<file path="src/rtl/uart_rx_if.sv">
// ---------------------------------------------------------------------------
// uart_rx_if : user-side delivery bundle of the UART receiver  | rev 1.0
// ---------------------------------------------------------------------------
`default_nettype none

interface uart_rx_if #(
  parameter int P_UART_DATA_WIDTH = 8
);
  logic [P_UART_DATA_WIDTH-1:0] o_user_rx_data;
  logic                         o_user_rx_valid;
  logic                         o_user_rx_check_err;
  logic                         o_user_rx_frame_err;

  modport master (
    output o_user_rx_data,
    output o_user_rx_valid,
    output o_user_rx_check_err,
    output o_user_rx_frame_err
  );

  modport slave (
    input o_user_rx_data,
    input o_user_rx_valid,
    input o_user_rx_check_err,
    input o_user_rx_frame_err
  );
endinterface

`default_nettype wire

</file>
<file path="src/rtl/uart_rx.sv">
// ---------------------------------------------------------------------------
// uart_rx : edge-started UART receiver, LSB first, parity/stop checks | rev 1.0
// ---------------------------------------------------------------------------
`default_nettype none

module uart_rx #(
  parameter int P_SYSTEM_CLK      = 50_000_000,
  parameter int P_UART_BUADRATE   = 9600,
  parameter int P_UART_DATA_WIDTH = 8,
  parameter int P_UART_STOP_WIDTH = 1,
  parameter int P_UART_CHECK      = 0
) (
  input  wire logic  i_clk,
  input  wire logic  i_rst,
  input  wire logic  i_uart_rx,
  uart_rx_if.master  user_if
);

  localparam int          c_baud_div   = P_SYSTEM_CLK / P_UART_BUADRATE;
  localparam int          c_half_div   = c_baud_div / 2;
  localparam logic [15:0] c_div_m1     = 16'(c_baud_div - 1);
  localparam logic [15:0] c_half_m1    = 16'(c_half_div - 1);
  localparam logic [2:0]  c_data_last  = 3'(P_UART_DATA_WIDTH - 1);
  localparam logic [2:0]  c_stop_last  = 3'(P_UART_STOP_WIDTH - 1);
  localparam bit          c_has_parity = (P_UART_CHECK != 0);

  typedef enum logic [2:0] {
    ST_IDLE  = 3'd0,
    ST_START = 3'd1,
    ST_DATA  = 3'd2,
    ST_CHECK = 3'd3,
    ST_STOP  = 3'd4
  } state_t;

  state_t                       state_q, state_d;
  logic                         rx_sync1_q, rx_sync1_d;
  logic                         rx_sync2_q, rx_sync2_d;
  logic                         rx_prev_q, rx_prev_d;
  logic [15:0]                  baud_cnt_q, baud_cnt_d;
  logic [2:0]                   bit_cnt_q, bit_cnt_d;
  logic [P_UART_DATA_WIDTH-1:0] shift_q, shift_d;
  logic                         parity_bit_q, parity_bit_d;
  logic                         frame_acc_q, frame_acc_d;
  logic                         done_q, done_d;
  logic [P_UART_DATA_WIDTH-1:0] rx_data_q, rx_data_d;
  logic                         rx_valid_q, rx_valid_d;
  logic                         check_err_q, check_err_d;
  logic                         frame_err_q, frame_err_d;

  logic w_fall;
  logic w_tick;
  logic w_par_xor;

  always_comb begin
    state_d      = state_q;
    rx_sync1_d   = i_uart_rx;
    rx_sync2_d   = rx_sync1_q;
    rx_prev_d    = rx_sync2_q;
    baud_cnt_d   = baud_cnt_q;
    bit_cnt_d    = bit_cnt_q;
    shift_d      = shift_q;
    parity_bit_d = parity_bit_q;
    frame_acc_d  = frame_acc_q;
    done_d       = 1'b0;
    rx_data_d    = rx_data_q;
    rx_valid_d   = 1'b0;
    check_err_d  = check_err_q;
    frame_err_d  = frame_err_q;

    w_fall    = rx_prev_q & ~rx_sync2_q;
    w_tick    = (baud_cnt_q == c_div_m1);
    w_par_xor = (^shift_q) ^ parity_bit_q;

    case (state_q)
      ST_IDLE: begin
        baud_cnt_d  = '0;
        bit_cnt_d   = '0;
        frame_acc_d = 1'b0;
        if (w_fall) state_d = ST_START;
      end
      ST_START: begin
        if (baud_cnt_q == c_half_m1) begin
          baud_cnt_d = '0;
          // A start that is high again at mid-bit is treated as line noise.
          state_d    = rx_sync2_q ? ST_IDLE : ST_DATA;
        end else begin
          baud_cnt_d = baud_cnt_q + 16'd1;
        end
      end
      ST_DATA: begin
        if (w_tick) begin
          baud_cnt_d = '0;
          shift_d    = {rx_sync2_q, shift_q[P_UART_DATA_WIDTH-1:1]};
          if (bit_cnt_q == c_data_last) begin
            bit_cnt_d = '0;
            state_d   = c_has_parity ? ST_CHECK : ST_STOP;
          end else begin
            bit_cnt_d = bit_cnt_q + 3'd1;
          end
        end else begin
          baud_cnt_d = baud_cnt_q + 16'd1;
        end
      end
      ST_CHECK: begin
        if (w_tick) begin
          baud_cnt_d   = '0;
          parity_bit_d = rx_sync2_q;
          state_d      = ST_STOP;
        end else begin
          baud_cnt_d = baud_cnt_q + 16'd1;
        end
      end
      ST_STOP: begin
        if (w_tick) begin
          baud_cnt_d = '0;
          if (!rx_sync2_q) frame_acc_d = 1'b1;
          if (bit_cnt_q == c_stop_last) begin
            bit_cnt_d = '0;
            done_d    = 1'b1;
            // Leaving mid-stop-bit leaves half a bit to catch the next start edge.
            state_d   = ST_IDLE;
          end else begin
            bit_cnt_d = bit_cnt_q + 3'd1;
          end
        end else begin
          baud_cnt_d = baud_cnt_q + 16'd1;
        end
      end
      default: state_d = ST_IDLE;
    endcase

    if (done_q) begin
      rx_valid_d  = 1'b1;
      rx_data_d   = shift_q;
      frame_err_d = frame_acc_q;
      if (P_UART_CHECK == 2)      check_err_d = w_par_xor;
      else if (P_UART_CHECK == 1) check_err_d = ~w_par_xor;
      else                        check_err_d = 1'b0;
    end
  end

  always_ff @(posedge i_clk or posedge i_rst) begin
    if (i_rst) begin
      state_q      <= ST_IDLE;
      rx_sync1_q   <= 1'b1;
      rx_sync2_q   <= 1'b1;
      rx_prev_q    <= 1'b1;
      baud_cnt_q   <= '0;
      bit_cnt_q    <= '0;
      shift_q      <= '0;
      parity_bit_q <= 1'b0;
      frame_acc_q  <= 1'b0;
      done_q       <= 1'b0;
      rx_data_q    <= '0;
      rx_valid_q   <= 1'b0;
      check_err_q  <= 1'b0;
      frame_err_q  <= 1'b0;
    end else begin
      state_q      <= state_d;
      rx_sync1_q   <= rx_sync1_d;
      rx_sync2_q   <= rx_sync2_d;
      rx_prev_q    <= rx_prev_d;
      baud_cnt_q   <= baud_cnt_d;
      bit_cnt_q    <= bit_cnt_d;
      shift_q      <= shift_d;
      parity_bit_q <= parity_bit_d;
      frame_acc_q  <= frame_acc_d;
      done_q       <= done_d;
      rx_data_q    <= rx_data_d;
      rx_valid_q   <= rx_valid_d;
      check_err_q  <= check_err_d;
      frame_err_q  <= frame_err_d;
    end
  end

  assign user_if.o_user_rx_data      = rx_data_q;
  assign user_if.o_user_rx_valid     = rx_valid_q;
  assign user_if.o_user_rx_check_err = check_err_q;
  assign user_if.o_user_rx_frame_err = frame_err_q;

endmodule

`default_nettype wire

</file>
<file path="src/flat_wrapper.sv">
// flat-port wrapper written by rule: the top's interface ports become plain ports
module uart_rx_flat 
#(
  parameter int P_SYSTEM_CLK      = 50_000_000,
  parameter int P_UART_BUADRATE   = 9600,
  parameter int P_UART_DATA_WIDTH = 8,
  parameter int P_UART_STOP_WIDTH = 1,
  parameter int P_UART_CHECK      = 0
)
  (i_clk, i_rst, i_uart_rx, user_if_o_user_rx_data, user_if_o_user_rx_valid, user_if_o_user_rx_check_err, user_if_o_user_rx_frame_err);
  uart_rx_if #(.P_UART_DATA_WIDTH(P_UART_DATA_WIDTH)) user_if_i ();
  input  wire logic i_clk;
  input  wire logic i_rst;
  input  wire logic i_uart_rx;
  output wire logic [$bits(user_if_i.o_user_rx_data)-1:0] user_if_o_user_rx_data;
  output wire logic [$bits(user_if_i.o_user_rx_valid)-1:0] user_if_o_user_rx_valid;
  output wire logic [$bits(user_if_i.o_user_rx_check_err)-1:0] user_if_o_user_rx_check_err;
  output wire logic [$bits(user_if_i.o_user_rx_frame_err)-1:0] user_if_o_user_rx_frame_err;
  assign user_if_o_user_rx_data = user_if_i.o_user_rx_data;
  assign user_if_o_user_rx_valid = user_if_i.o_user_rx_valid;
  assign user_if_o_user_rx_check_err = user_if_i.o_user_rx_check_err;
  assign user_if_o_user_rx_frame_err = user_if_i.o_user_rx_frame_err;
  uart_rx #(.P_SYSTEM_CLK(P_SYSTEM_CLK), .P_UART_BUADRATE(P_UART_BUADRATE), .P_UART_DATA_WIDTH(P_UART_DATA_WIDTH), .P_UART_STOP_WIDTH(P_UART_STOP_WIDTH), .P_UART_CHECK(P_UART_CHECK)) u_core (.i_clk(i_clk), .i_rst(i_rst), .i_uart_rx(i_uart_rx), .user_if(user_if_i));
endmodule
</file>
<file path="config.mk">
export PLATFORM = sky130hd
export DESIGN_NAME = uart_rx_flat
export DESIGN_NICKNAME = d
export VERILOG_FILES = /design/src/rtl/uart_rx_if.sv /design/src/rtl/uart_rx.sv /design/src/flat_wrapper.sv
export SDC_FILE = /design/constraint.sdc
export NUM_CORES = 1
export LEC_CHECK = 0
export CORE_AREA = 2 2 83 85
export DETAILED_ROUTE_END_ITERATION = 16
export DIE_AREA = 0 0 85 87
export PLACE_DENSITY_LB_ADDON = 0.12
export SLEW_MARGIN = 20
export SYNTH_ARGS = -nofsm -noshare
export SYNTH_HDL_FRONTEND = slang
export SYNTH_SLANG_ARGS = --single-unit
</file>
<file path="constraint.sdc">
create_clock -name i_clk -period 5.3 [get_ports i_clk]
set_clock_uncertainty 0.05 [all_clocks]
set_input_delay 1.06 -clock i_clk [delete_from_list [all_inputs] [get_ports i_clk]]
set_output_delay 1.06 -clock i_clk [all_outputs]
set_load 0.05 [all_outputs]
</file>
# == Word level (Yosys, flattened, before mapping) ==
# Index checks and enable logic that the tools add are counted.
# word_totals
register_bits,45
latchBits,0
mem_bits_rw,0
romBits,0
out_inout_bits,11
word_cells,65
memories,0
# op_classes
addsub,2
multipliers,0
n_div,0
magnitude_cmp,0
n_eq_ne,15
shift,0
n_mux,24
bitwise_logic,2
reduce_logical,10
# ops
op,n
$pmux W16 S3,1
$mux W3,11
$mux W16,2
$add A16 B1 Y16 const B,1
$eq A16 B12 Y1 const B,1
$eq A16 B13 Y1 const B,1
$pmux W3 S5,1
$ne A2 B1 Y1 const B,7
$pmux W3 S3,1
$reduce_and A7 Y1,1
$eq A3 B2 Y1 const B,2
$eq A3 B3 Y1 const B,2
$logic_not A3 Y1,2
$mux W1,6
$reduce_and A3 Y1,2
$reduce_bool A3 Y1,2
$add A3 B1 Y3 const B,1
$eq A3 B1 Y1 const B,1
$reduce_or A3 Y1,1
$mux W2,1
$ne A2 B2 Y1 const B,1
$pmux W1 S2,1
$reduce_and A2 Y1,1
$reduce_bool A2 Y1,1
other kinds (2),2

# == Logic depth before layout (Yosys ltp) ==
# logic_depth
ltp_word,4
mapped_depth,7
ltp_nobuf,7

# == Least setup slack after synthesis ==
# OpenSTA, ideal clock, no wires.
# synth_timing
path_kind,flip-flop to flip-flop
start,register u_core.baud_cnt_q[0]
end,register u_core.shift_q[0]
setup_time_ps,125
t_arrival_ps,2452
required_time_ps,5125
slack_ps,2673
path_stages_with_launch,8
n_path_buf,2
path_cell_list,dfrtp_1 ha_1 or4b_1 or4_1 buf_2 or3_1 buf_6 mux2_4
# synth_via
elab_chain_len,2
# synth_lines
item,line,rtl
"start, declared",uart_rx.sv:39,"logic [15:0] baud_cnt_q, baud_cnt_d;"
"start signal, assigned",uart_rx.sv:163,baud_cnt_q <= baud_cnt_d;
$eq A16 B13 Y1,uart_rx.sv:71,w_tick = (baud_cnt_q == c_div_m1);
$reduce_and A2 Y1 (no line),--,
"end signal, assigned",uart_rx.sv:165,shift_q <= shift_d;
"end, declared",uart_rx.sv:41,"logic [P_UART_DATA_WIDTH-1:0] shift_q, shift_d;"
# Every way passes these cells.
# A chain may end at the register's enable or synchronous reset.

# == Worst setup path in the final report ==
# layout_timing
start,register u_core.baud_cnt_q[0]
end,register u_core.shift_q[1]
# The elaborated chain is that of the path after synthesis.

==> qor.yml <==
status:
  status: "completed"
power_and_ir_drop:
  combPwrFrac_pct: 14.8
  seq_power_share_pct: 49.7
  clockPowerShare_pct: 35.5
  p_sw_w: 0.0002083
  switching_share_pct: 27.35
  p_per_area_nw_per_um2: 305.2
  ir_worst_vdd_uv: 104.7
  p_int_w: 0.0005532
  leakage_nw: 1.118
global_routing:
  grt_pass1_wl_um: 7203
  track_usage_pct: 12.33
  grt_pass1_vias: 1474
  antenna_found_initial: 0
  grt_overflow_total: 0
  grt_max_degree: 46
timing:
  holdWs_ns: 0.3084
  slew_violations: 0
  timing.fmax_mhz: 336.4
  rsz0062_at_grt: "false"
  worst_pin_slew_ns: 0.9947
  finalHoldViolations: 0
  fin_setup_tns_ns: 0
  period_minus_slack_ns: 2.973
  relSlewSlack_pct: 33.44
  period_share_pct: 56.09
  setup_viol: 0
synth:
  syn_inst: 201
  synth-main-ff-cell: "dfrtp_1"
  synthDistinctLibCells: 44
  synth.avg_cell_area_um2: 10.91
  ys_warn_count: 0
  netlist_area_um2: 2193
  synth_top_area_share_pct: 47.92
  synthTopCellsByCount: "42 x dfrtp_1, 15 x nor2_1, 12 x a21oi_1, 12 x nand2_1"
  postSynth.asyncResetShare_pct: 100.0
  yosysTopAreaCell: "dfrtp_1"
  yosysSeqAreaShare_pct: 51.51
  yosysMostFrequentCell: "dfrtp_1"
  synth-edff-count: 0
  synthTopCellsByArea: "dfrtp_1 48%, mux2_4 5.5%, mux2_2 4.6%"
  synth-seq-cells: 45
  syn_nets: 208
placed_design:
  gp_congestion: 0.8653
  dp_hpwl_um: 2855
  port_buffers: 12
floorplan:
  chipWidth_um: 85
  die_area_um2: 7395
  coreArea_um2: 6569
  io_pins: 14
  die_h_um: 87
  fp-row-count: 30
  start_util_pct: 33.39
cts:
  insertion_delay_ns: 0.30
  clock_sink_count: 45
  cts.clk_slew.worst_paths_ns: 0.09
  cts_tree: "yes"
  clk_path_buf_depth: 2
  cts_resized: 0
  htreeDepth: 2
  cts_buffers: 5
  cts_setup_buffers: 0
  cts-hold-fix-buffers: 0
  root_buffer: "clkbuf_8"
routing:
  dr.pass1.iters: 4
  vias: 1594
  vias_per_cell: 5.440
  post-route-drc-count: 0
  drt_iter0_markers: 66
  drtAntennaViolNets: 0
  drt_wl_total_um: 4265
  wl_per_cell_um: 14.56
worst_setup_path:
  critPathArrivalTime_ns: 3.11
  crit_path_max_fanout: 8
  cp-start-kind: "flop"
  cp-end-kind: "flop"
  critPathKind: "flop to flop"
  required_ns: 5.43
final_layout:
  area_delta_synth_final_pct: 13.75
  drive_gt1_share_pct: 15.49
  nets: 219
  num_antenna_cells: 0
  fillCellCount: 634
job:
  drv_cap: 0
hold_path:
  min_path_type: "flop to flop"
routing by layer:
layer / GRT usage, % / part of all wire, %
met2: 20.17 / 47
met4: 5.051 / 1.6
met5: 0 / 0
met3: 3.223 / 4.0
met1: 15.56 / 48
critical path, stage by stage, from the launching register on:
cell and delay (ns):
dfrtp_1 0.42, ha_1 0.23, or4b_1 0.51, or4_1 0.70
or3_1 0.58, mux2_4 0.37
flip-flops by register name, summed over array words and instances, names as in the netlist, 3 cells and up:
| signal | flops |
|---|---|
| u_core.bit_cnt_q | 3 |
| u_core.baud_cnt_q | 16 |
| u_core.shift_q | 8 |
| u_core.user_if.o_user_rx_data | 8 |
| u_core.state_q | 3 |
cell families (layout without fill, tap and decap cells):
group,count (synthesis),in the layout,synth area share [%]
flops,45,45,51.51
mux,17,17,10.10
simple gates,69,69,17.68
compound gates,45,45,13.58
other cells,1,1,0.1710
buf+inv,17,29,3.480
xor+xnor,3,3,1.198
fa+ha+maj,4,4,2.282
metrics by stage:
step           total power (W)  std cells  cell area [um^2]  util [%]  setup WS, ns
4_1_cts              0.0007672        293              2495     37.98         2.334
3_3_place_gp         0.0004933        285              2379     36.21         2.433
5_1_grt              0.0008024        293              2495     37.98         2.204
6_report             0.0007615        293              2495     37.98         2.327
2_1_floorplan        0.0004699        201              2193         -         2.673
3_5_place_dp         0.0004974        285              2379     36.21         2.349
cell type report:
class / count / area, um^2 / share of cell area [%]
clock inverter: 1 / 30.03 / 1.204
clock buffer: 7 / 86.33 / 3.460
timing repair buffer: 14 / 135.1 / 5.416
tap: 80 / 100.1 / 4.012
sequential: 45 / 1130 / 45.29
inverter: 7 / 26.28 / 1.053
multi-input combinational: 139 / 987.2 / 39.57
path summary, 6_finish.rpt:
kind | start | to | slack (ns) | cells past startpoint
max in group asynchronous | i_rst | u_core.state_q[1]$_DFFE_PP0P_ | 3.63 | 3
min | u_core.rx_sync1_q$_DFF_PP1_ | u_core.rx_prev_d$_DFF_PP1_ | 0.31 | 0
max | u_core.baud_cnt_q[0]$_DFFE_PP0P_ | u_core.shift_q[1]$_DFFE_PP0P_ | 2.33 | 5
min reg2reg | u_core.rx_sync1_q$_DFF_PP1_ | u_core.rx_prev_d$_DFF_PP1_ | 0.31 | 0
max reg2reg | u_core.baud_cnt_q[0]$_DFFE_PP0P_ | u_core.shift_q[1]$_DFFE_PP0P_ | 2.33 | 5
min in group asynchronous | i_rst | u_core.baud_cnt_q[2]$_DFFE_PP0P_ | 1.16 | 3
cell usage in the layout (no fill, tap or decap), types with 6 or more instances in the layout:
cell and instances:
a21oi_1 12, a22o_1 9, clkbuf_8 6, clkdlybuf4s50_1 12
dfrtp_1 42, inv_1 6, mux2_2 9, mux2_4 8
nand2_1 12, nand3_1 9, nor2_1 15
power groups by stage:
stage	Sequential (W)	Combinational [W]	Clock (W)
2_1_floorplan	0.000373	0.0000971	0
3_3_place_gp	0.000383	0.000110	0
3_5_place_dp	0.000385	0.000113	0
4_1_cts	0.000378	0.000113	0.000276
5_1_grt	0.000382	0.000127	0.000294
6_report	0.000378	0.000113	0.000270
Power figures use the tool's default switching activity.
